--- config.mk ---
export PLATFORM = sky130hd
export DESIGN_NAME = mem_arbiter
export DESIGN_NICKNAME = d
export VERILOG_FILES = /design/src/rtl/mem_arbiter.sv
export SDC_FILE = /design/constraint.sdc
export NUM_CORES = 1
export LEC_CHECK = 0
export ABC_AREA = 1
export CELL_PAD_IN_SITES_DETAIL_PLACEMENT = 2
export CELL_PAD_IN_SITES_GLOBAL_PLACEMENT = 2
export CORE_ASPECT_RATIO = 0.8
export CORE_MARGIN = 4
export CORE_UTILIZATION = 24
export DETAILED_ROUTE_END_ITERATION = 8
export PLACE_DENSITY_LB_ADDON = 0.1
export SETUP_SLACK_MARGIN = 0.1
export SYNTH_ARGS = -nofsm -noshare
export SYNTH_HDL_FRONTEND = slang
export SYNTH_SLANG_ARGS = --single-unit
export TNS_END_PERCENT = 1
--- constraint.sdc ---
create_clock -name clk -period 9.81 [get_ports clk]
set_input_delay 1.962 -clock clk [delete_from_list [all_inputs] [get_ports clk]]
set_output_delay 1.962 -clock clk [all_outputs]
set_load 0.01 [all_outputs]
--- src/rtl/mem_arbiter.sv ---
// mem_arbiter: single-port memory arbiter and sequencer for the multicycle core.
// One 64-bit memory is shared between instruction fetch and load/store.
// A granted access runs ACCESS -> WAIT (MEM_LAT cycles) -> RESP. Misaligned data
// accesses never reach the memory. They go ACCESS -> RESP and complete with d_err.
//
// Ports:
//   clk, reset                          clock, asynchronous active-high reset
//   if_req, if_addr                     fetch request, held until if_gnt
//   if_gnt, if_rvalid, if_rdata         fetch grant pulse, completion pulse, instruction word
//   d_req, d_we, d_funct3, d_addr,      data request and payload, held until d_gnt
//   d_wdata
//   d_gnt, d_rvalid, d_rdata, d_err     data grant, completion, byte-shifted load data,
//                                       misaligned flag
//   mem_req, mem_we, mem_addr, mem_be,  memory port; mem_req strobes once per access
//   mem_wdata, mem_rdata
//   busy, state_out                     status (IDLE 00, ACCESS 01, WAIT 10, RESP 11)
//
// Build option: define MEM_ARB_RR_EN to resolve simultaneous requests round-robin.
// Without it, data always wins.
module mem_arbiter #(
    parameter int unsigned MEM_LAT = 2
) (
    input  logic        clk,
    input  logic        reset,
    input  logic        if_req,
    input  logic [63:0] if_addr,
    output logic        if_gnt,
    output logic        if_rvalid,
    output logic [31:0] if_rdata,
    input  logic        d_req,
    input  logic        d_we,
    input  logic [2:0]  d_funct3,
    input  logic [63:0] d_addr,
    input  logic [63:0] d_wdata,
    output logic        d_gnt,
    output logic        d_rvalid,
    output logic [63:0] d_rdata,
    output logic        d_err,
    output logic        mem_req,
    output logic        mem_we,
    output logic [63:0] mem_addr,
    output logic [7:0]  mem_be,
    output logic [63:0] mem_wdata,
    input  logic [63:0] mem_rdata,
    output logic        busy,
    output logic [1:0]  state_out
);

    typedef enum logic [1:0] {
        StIdle   = 2'b00,
        StAccess = 2'b01,
        StWait   = 2'b10,
        StResp   = 2'b11
    } state_e;

    state_e     state_q;
    logic       src_data_q;  // 1: current access belongs to the data requester
    logic       we_q;
    logic [2:0] off_q;       // byte offset used to align read data
    logic       err_q;
    logic [2:0] cnt_q;
`ifdef MEM_ARB_RR_EN
    logic       rr_fetch_q;  // 1: fetch wins the next tie
`endif

    logic       pick_data;
    logic       pick_any;
    logic       d_mis;
    logic [7:0] d_mask;

    // Only size bits of funct3 matter; fetch addresses are word-aligned by definition.
    logic unused_bits;
    assign unused_bits = ^{d_funct3[2], if_addr[1:0]};

    always_comb begin
        d_mis  = 1'b0;
        d_mask = 8'h01;
        unique case (d_funct3[1:0])
            2'b00: begin d_mask = 8'h01; d_mis = 1'b0;          end
            2'b01: begin d_mask = 8'h03; d_mis = d_addr[0];     end
            2'b10: begin d_mask = 8'h0F; d_mis = |d_addr[1:0];  end
            2'b11: begin d_mask = 8'hFF; d_mis = |d_addr[2:0];  end
            default: ;
        endcase
    end

    always_comb begin
        pick_any = if_req | d_req;
`ifdef MEM_ARB_RR_EN
        pick_data = d_req & (~if_req | ~rr_fetch_q);
`else
        pick_data = d_req;
`endif
    end

    assign state_out = state_q;
    assign busy      = (state_q != StIdle);

    always_ff @(posedge clk or posedge reset) begin
        if (reset) begin
            state_q    <= StIdle;
            src_data_q <= 1'b0;
            we_q       <= 1'b0;
            off_q      <= 3'd0;
            err_q      <= 1'b0;
            cnt_q      <= 3'd0;
            if_gnt     <= 1'b0;
            if_rvalid  <= 1'b0;
            if_rdata   <= 32'd0;
            d_gnt      <= 1'b0;
            d_rvalid   <= 1'b0;
            d_rdata    <= 64'd0;
            d_err      <= 1'b0;
            mem_req    <= 1'b0;
            mem_we     <= 1'b0;
            mem_addr   <= 64'd0;
            mem_be     <= 8'd0;
            mem_wdata  <= 64'd0;
`ifdef MEM_ARB_RR_EN
            rr_fetch_q <= 1'b0;
`endif
        end else begin
            // Pulse outputs default low; the payload outputs hold their last value.
            if_gnt    <= 1'b0;
            d_gnt     <= 1'b0;
            mem_req   <= 1'b0;
            if_rvalid <= 1'b0;
            d_rvalid  <= 1'b0;
            d_err     <= 1'b0;
            unique case (state_q)
                StIdle, StResp: begin
                    if (pick_any) begin
                        state_q    <= StAccess;
                        src_data_q <= pick_data;
`ifdef MEM_ARB_RR_EN
                        rr_fetch_q <= pick_data;
`endif
                        if (pick_data) begin
                            d_gnt     <= 1'b1;
                            mem_req   <= ~d_mis;
                            mem_we    <= d_we;
                            mem_addr  <= {d_addr[63:3], 3'b000};
                            mem_be    <= d_mask << d_addr[2:0];
                            mem_wdata <= d_wdata << {d_addr[2:0], 3'b000};
                            we_q      <= d_we;
                            off_q     <= d_addr[2:0];
                            err_q     <= d_mis;
                        end else begin
                            if_gnt    <= 1'b1;
                            mem_req   <= 1'b1;
                            mem_we    <= 1'b0;
                            mem_addr  <= {if_addr[63:3], 3'b000};
                            mem_be    <= 8'hFF;
                            mem_wdata <= 64'd0;
                            we_q      <= 1'b0;
                            off_q     <= {if_addr[2], 2'b00};
                            err_q     <= 1'b0;
                        end
                    end else begin
                        state_q <= StIdle;
                    end
                end
                StAccess: begin
                    if (err_q) begin
                        // Misaligned: no memory cycle, complete at once with an error.
                        state_q  <= StResp;
                        d_rvalid <= 1'b1;
                        d_err    <= 1'b1;
                        d_rdata  <= 64'd0;
                    end else begin
                        state_q <= StWait;
                        cnt_q   <= 3'(MEM_LAT - 1);
                    end
                end
                StWait: begin
                    if (cnt_q == 3'd0) begin
                        state_q <= StResp;
                        if (src_data_q) begin
                            d_rvalid <= 1'b1;
                            d_rdata  <= we_q ? 64'd0 : (mem_rdata >> {off_q, 3'b000});
                        end else begin
                            if_rvalid <= 1'b1;
                            if_rdata  <= off_q[2] ? mem_rdata[63:32] : mem_rdata[31:0];
                        end
                    end else begin
                        cnt_q <= cnt_q - 3'd1;
                    end
                end
                default: state_q <= StIdle;
            endcase
        end
    end

endmodule

==> summary.txt, run 1 <==
Floorplanning
  – Die Ht: 219.7 microns
  – Area enclosed by the die boundary: 59890 sq um
  – Die width: roughly 270 microns
  – Initial standard-cell utilization of the core: ~24%
  – Number of rows in the core area: a little under 80
  – Core box area: between 50000 and 60000 sq um
  – Number of placed I/O pins: 506

Yosys
  – Synthesis Warnings: 0
  – Leading cell types by total area after synthesis: sky130_fd_sc_hd__dfrtp_1 (46%), sky130_fd_sc_hd__nand2_1 (22%), sky130_fd_sc_hd__nand3_1 (8.9%)
  – Post-Synthesis Cells: roughly 1900
  – Synth Register Bits: 246
  – Summed instance area of the synthesized netlist: between 10000 and 15000 sq um
  – Yosys top cell area share: 45.79%
  – Yosys top cell by area: sky130_fd_sc_hd__dfrtp_1
  – Share of synthesized area occupied by flip-flops and latches: a little under half
  – Post-synthesis cell type count: 33
  – Syn Area/Cell: between 7 and 8 sq um

Power
  – Final Total Pwr: ~6.4 mW
  – PwrDens: around 320 nW/um^2
  – Static leakage: a little over 9 nW
  – VDD IR max: ~0.2 mV

Detailed routing
  – Antenna-violating nets left: 0
  – Post-detailed-route DRC marker count: 0
  – Number of vias after detailed routing: around 15000
  – Wire length reported by the detailed router: 69.29 mm
  – Routed len/inst: around 23 microns
  – First-iteration detailed-routing DRC count: between 700 and 800
  – Detail-routed via count per cell: 4.814
  – First-pass detailed-route iteration total: 5

STA
  – Part of the cycle the worst path needs: approximately 44%
  – Post-route setup TNS: 0 ps
  – Total count of hold-check failures in the final report: 0
  – Clock skew after layout: roughly 11 ps
  – Final Slew Violations: 0
  – Slew of the pin with the lowest slew margin: slightly below 1000 ps
  – Setup repair after global routing missed its margin: false
  – Maximum clock frequency: roughly 0.23 GHz
  – Min cycle time layout: 4340 ps
  – Relative slew slack: approximately 35%
  – Number of endpoints failing setup at the final stage: 0
  – PnR worst setup slack: about 5500 ps

Cells and area
  – Area overhead of the layout relative to synthesis: 49.46%
  – Fillers: about 6400
  – Number of nets in the layout: 2562
  – Fraction of layout instances using a drive strength above 1: around 5.7%
  – Most frequent standard cell in the layout excluding fill and tap cells: sky130_fd_sc_hd__nand2_1
  – Commonest cells after routing, fill and taps aside: sky130_fd_sc_hd__nand2_1 (786), sky130_fd_sc_hd__clkdlybuf4s50_1 (497), sky130_fd_sc_hd__dfrtp_1 (243), sky130_fd_sc_hd__nand3_1 (239), sky130_fd_sc_hd__nor2_1 (139)

Global route
  – Antenna violations before repair: 11
  – Met1 track demand over resource in global routing: between 20% and 30%
  – Top Usage Layer GRT: met2
  – First-pass GRT wire length: a little over 100 mm
  – Routing usage on met3: ~7%
  – Global-route total usage across every layer: 22.61%
  – GR Layer Usage met2: a little under two fifths
  – Maximum number of pins on one net before global-route repair: 77
  – Via count of the first global-routing pass: 15890
  – Total gr overflow: 0

Place
  – Detail Placement HPWL: 50.72 mm
  – Port Buffers: ~500
  – Setup WS pre-CTS: 4788 ps
  – Routability congestion estimate: about 0.83

Worst setup path
  – First element of the critical path: d_req
  – Critical Setup Path Class: in -> reg
  – Critical register-to-register path startpoint: state_out[0]
  – Required time of the worst setup path: between 10000 and 15000 ps
  – Critical Path Sink Type: register
  – Crit path arrival time: 4790 ps
  – Startpoint type of the worst setup path: primary input
  – Max FO, Critical Path: 76

CTS
  – CTS Sinks: 246
  – Buffers from clock root to sink, at most: 3
  – Root buffer cell: sky130_fd_sc_hd__clkbuf_16
  – TritonCTS Buffers: 34
  – Clock latency reported for the late side of the worst-skew pair: 540 ps
  – Number of gates resized after cts: 0
  – Clock tree from TritonCTS: built
  – Clk slew on worst S/H paths: 60 ps
  – Hold buffer count at cts: 0
  – Post-CTS Repair Setup Buffers: 0
  – Number of H-tree levels: 2

Worst hold path
  – Launch instance of the worst min-delay path: mem_wdata[17]
  – Worst min-delay path category: reg -> reg

Run
  – Max-cap check violation count: 0

Run status
  – Result of the run: finished, final reports clean
flip-flops by register name, indices dropped and copies added, names as in the netlist, 2 cells and up:
register and count:
cnt_q 3, d_rdata 64, if_rdata 32, mem_addr 61, mem_be 8, mem_wdata 64
off_q 3, state_out 2
Yosys cell counts:
master,count
sky130_fd_sc_hd__inv_2,8
sky130_fd_sc_hd__inv_1,34
sky130_fd_sc_hd__nand3_1,239
sky130_fd_sc_hd__buf_6,12
sky130_fd_sc_hd__clkbuf_1,44
sky130_fd_sc_hd__dfrtp_1,246
sky130_fd_sc_hd__ha_1,5
sky130_fd_sc_hd__nand4_1,1
sky130_fd_sc_hd__conb_1,1
sky130_fd_sc_hd__o21a_1,13
sky130_fd_sc_hd__a22o_1,5
sky130_fd_sc_hd__a21oi_1,47
sky130_fd_sc_hd__nor3_2,1
sky130_fd_sc_hd__nand2_2,4
sky130_fd_sc_hd__a31oi_1,62
sky130_fd_sc_hd__nor2_8,1
sky130_fd_sc_hd__o21ai_0,68
sky130_fd_sc_hd__o211ai_1,25
sky130_fd_sc_hd__or2_2,20
sky130_fd_sc_hd__buf_4,8
sky130_fd_sc_hd__nand2_4,1
sky130_fd_sc_hd__o22ai_1,2
sky130_fd_sc_hd__a22oi_1,5
sky130_fd_sc_hd__buf_2,56
sky130_fd_sc_hd__nand2_1,786
sky130_fd_sc_hd__nor2_4,2
sky130_fd_sc_hd__nor2_1,139
sky130_fd_sc_hd__nor3_4,1
sky130_fd_sc_hd__inv_4,1
sky130_fd_sc_hd__nor2_2,1
sky130_fd_sc_hd__o21ai_1,6
sky130_fd_sc_hd__o21ai_2,11
sky130_fd_sc_hd__buf_1,10
layer usage:
metal	wire length [microns]	share of wire [%]
met1	30530	44
met2	32450	47
met3	5023	7.2
met4	1289	1.9
met5	0	0
kinds of logic after synthesis:
logic type	count (synthesis)	share of synthesized area, %
AO/OA/AOI/OAI	244	10.93
adder cells (fa/ha/maj)	5	0.4653
AND/OR/NAND/NOR	1196	36.53
flip-flops	246	45.79
buffers and inverters	173	6.263
other	1	0.02789
area by class of cell:
type	instances	area, sq um	share of cell area (%)
inverter	43	173.9	0.8656
clock buffer	49	998.5	4.969
sequential	246	6160	30.66
antenna	10	25.02	0.1245
tap	750	938.4	4.670
clock inverter	11	187.7	0.9341
multi-input combinational	1448	6467	32.19
timing repair buffer	520	5142	25.59
critical path, cell delays in order:
cell                      delay, ps
sky130_fd_sc_hd__buf_2           80
sky130_fd_sc_hd__buf_4          620
sky130_fd_sc_hd__o21ai_4        100
sky130_fd_sc_hd__buf_4          380
sky130_fd_sc_hd__inv_4          560
sky130_fd_sc_hd__buf_4          710
sky130_fd_sc_hd__nor2_1         120
sky130_fd_sc_hd__a31oi_1        190
power by group:
part / internal, mW / switching (mW) / total (mW)
logic: 1.34 / 1.98 / 3.32
registers: 1.46 / 0.274 / 1.74
clock network: 0.839 / 0.507 / 1.35
total: 3.64 / 2.76 / 6.40
stage by stage:
stage	cell area, sq um	hold WS (ps)	utilization, %	std cells
after CTS	20070	484.7	36.29	3067
after global placement	18880	464.9	34.14	3007
after floorplan	13450	486.4	-	1867
after detailed placement	18880	468.9	34.14	3007
after global routing	20090	509.5	36.33	3075
final	20090	480.4	36.33	3077
final timing paths:
kind	to	slack, ps	depth (start not counted)
max	mem_addr[50]	5470	8
min	mem_wdata[17]	480	2
max reg2reg	mem_addr[50]	6660	9
min reg2reg	mem_wdata[17]	480	2
max in group asynchronous	off_q[1]	6430	3
min in group asynchronous	mem_wdata[16]	1890	2
(Power assumes the default switching activity.)
==> inputs of run 2 (changes only) <==
CORE_UTILIZATION = 21   (was 24)
clock period = 3.98 ns   (was 9.81 ns; I/O delays follow)
==> summary.txt, run 2 (same netlist as run 1, synthesis figures left out) <==
Run status
  – Result of the run: finished, final reports clean (unchanged)

Worst hold path
  – Number of cells traversed by the worst hold path: 2 (unchanged)
  – Worst min-delay path category: reg -> reg (unchanged)
  – Launch instance of the worst min-delay path: d_rdata[8] (was mem_wdata[17])

STA
  – Slew of the pin with the lowest slew margin: 1017 ps (was 980.5 ps)
  – Final Slew Violations: 0 (unchanged)
  – Clock skew after layout: 21.86 ps (was 11.32 ps)
  – Maximum clock frequency: 0.3676 GHz
  – Relative slew slack: 32.15% (was 34.56%)
  – Number of endpoints failing setup at the final stage: 0 (unchanged)
  – Setup repair after global routing missed its margin: false (unchanged)
  – Part of the cycle the worst path needs: 68.36%
  – Total count of hold-check failures in the final report: 0 (unchanged)
  – Min cycle time layout: about 2700 ps
  – PnR worst setup slack: 1259 ps (was 5470 ps)

Run
  – Max-cap check violation count: 0 (unchanged)

CTS
  – Number of gates resized after cts: 0 (unchanged)
  – Clock tree from TritonCTS: built (unchanged)
  – Clock latency reported for the late side of the worst-skew pair: 550 ps (was 540 ps)
  – Hold buffer count at cts: 0 (unchanged)
  – CTS Sinks: 246 (unchanged)
  – Clk slew on worst S/H paths: 60 ps (about the same)
  – TritonCTS Buffers: 34 (unchanged)
  – Post-CTS Repair Setup Buffers: 0 (unchanged)
  – Number of H-tree levels: 2 (unchanged)
  – Buffers from clock root to sink, at most: 3 (unchanged)
  – Root buffer cell: sky130_fd_sc_hd__clkbuf_16 (unchanged)

Place
  – Routability congestion estimate: 0.8265 (was 0.8343)
  – Placed standard-cell area: 19180 sq um (was 18880 sq um)
  – Detail Placement HPWL: 53.39 mm (was 50.72 mm)
  – Setup WS pre-CTS: 765.3 ps (was 4788 ps)
  – Port Buffers: 499 (unchanged)

Power
  – PwrDens: 770.4 nW/um^2 (was 318.4 nW/um^2)
  – VDD IR max: 0.4254 mV (was 0.1995 mV)
  – Static leakage: 9.175 nW (was 9.128 nW)

Worst setup path
  – First element of the critical path: state_out[0] (was d_req)
  – Required time of the worst setup path: 3180 ps (was 10260 ps)
  – Worst Reg2Reg Path Length in Cells: 8 (was 9)
  – Max FO, Critical Path: 4 (was 76)
  – Startpoint type of the worst setup path: register (was primary input)
  – Critical Setup Path Class: reg -> out (was in -> reg)
  – Critical Path Sink Type: primary output (was register)
  – Critical register-to-register path startpoint: state_out[0] (unchanged)
  – Crit path arrival time: 1920 ps (was 4790 ps)

Global route
  – Antenna violations before repair: 4 (was 11)
  – Maximum number of pins on one net before global-route repair: 88 (was 77)
  – Total gr overflow: 0 (unchanged)
  – Via count of the first global-routing pass: 16220 (was 15890)
  – Global-route total usage across every layer: 20.43% (was 22.61%)
  – First-pass GRT wire length: 106.4 mm (was 103.5 mm)

Cells and area
  – Fraction of layout instances using a drive strength above 1: 6.183% (was 5.740%)
  – Number of nets in the layout: 2574 (was 2562)
  – Most frequent standard cell in the layout excluding fill and tap cells: sky130_fd_sc_hd__nand2_1 (unchanged)
  – Fillers: 7257 (was 6408)
  – Area overhead of the layout relative to synthesis: 50.94% (was 49.46%)
  – Commonest cells after routing, fill and taps aside: sky130_fd_sc_hd__nand2_1 (786), sky130_fd_sc_hd__clkdlybuf4s50_1 (497), sky130_fd_sc_hd__dfrtp_1 (243), sky130_fd_sc_hd__nand3_1 (239), sky130_fd_sc_hd__nor2_1 (139) (unchanged)
  – Top Registers: d_rdata (64), mem_wdata (64), mem_addr (61) (unchanged)
  – Final std cell area, no fill: 20290 sq um (was 20090 sq um)

Detailed routing
  – Post-detailed-route DRC marker count: 0 (unchanged)
  – Antenna-violating nets left: 0 (unchanged)
  – Wire length reported by the detailed router: 71.20 mm (was 69.29 mm)
  – First-iteration detailed-routing DRC count: 600 (was 786)
  – Number of vias after detailed routing: 14650 (was 14810)
  – Routed len/inst: 22.45 microns (was 22.52 microns)
  – First-pass detailed-route iteration total: 5 (unchanged)
  – Detail-routed via count per cell: 4.617 (was 4.814)

Floorplanning
  – Initial standard-cell utilization of the core: 21.34% (was 24.31%)
  – Core box area: 63000 sq um (was 55300 sq um)
  – Number of rows in the core area: 82 (was 77)
  – Area enclosed by the die boundary: 68160 sq um (was 59890 sq um)
  – Die Ht: 234.3 microns (was 219.7 microns)
  – Die width: 290.9 microns (was 272.6 microns)
  – Number of placed I/O pins: 506 (unchanged)
## run 2: layout make-up
class,instances,area [sq um],share of cell area [%]
repair buffers,532,5333,26.28
inverters,43,170.2,0.8386
clock inverters,11,115.1,0.5673
multi-input cells,1448,6467,31.87
flip-flops and latches,246,6160,30.36
well taps,840,1051,5.179
diodes,3,7.507,0.03700
clock buffers,49,988.4,4.871
## run 2: where the power goes
part | switching (mW) | internal, mW
clock network | 1.27 | 1.86
registers | 0.687 | 3.60
logic | 4.87 | 3.34
total | 6.83 | 8.80
## run 2: worst max-delay path: stages (launching register included)
cell and delay (ps):
sky130_fd_sc_hd__dfrtp_1 410, sky130_fd_sc_hd__inv_1 80, sky130_fd_sc_hd__ha_1 190, sky130_fd_sc_hd__inv_1 100, sky130_fd_sc_hd__clkdlybuf4s50_1 610
## run 2: final timing paths
path	endpoint	slack, ps
worst min register to register	d_rdata[8]	480
max in group asynchronous	mem_addr[26]	2330
worst max register to register	mem_wdata[49]	1580
worst min-delay path	d_rdata[8]	480
worst max-delay path	busy	1260
min in group asynchronous	mem_wdata[21]	710
## run 2: metal layers
| metal | track usage, % | routed length, microns | part of all wire [%] |
|---|---|---|---|
| met5 | 0 | 12 | 0.017 |
| met3 | 6.960 | 5454 | 7.7 |
| met4 | 4.035 | 1086 | 1.5 |
| met2 | 33.63 | 32970 | 46 |
| met1 | 26.31 | 31670 | 44 |
## run 2: through the flow
step / cells / hold slack, ps / utilization, % / setup TNS, ps / power (mW)
after detailed placement: 3109 / 467.7 / 30.45 / 0 / 12.74
after global placement: 3109 / 464.0 / 30.45 / 0 / 12.58
final: 3172 / 477.2 / 32.21 / 0 / 15.63
after CTS: 3169 / 483.9 / 32.20 / 0 / 16.03
after global routing: 3170 / 508.7 / 32.20 / 0 / 16.91
after floorplan: 1867 / 486.4 / - / -11750 / 8.519
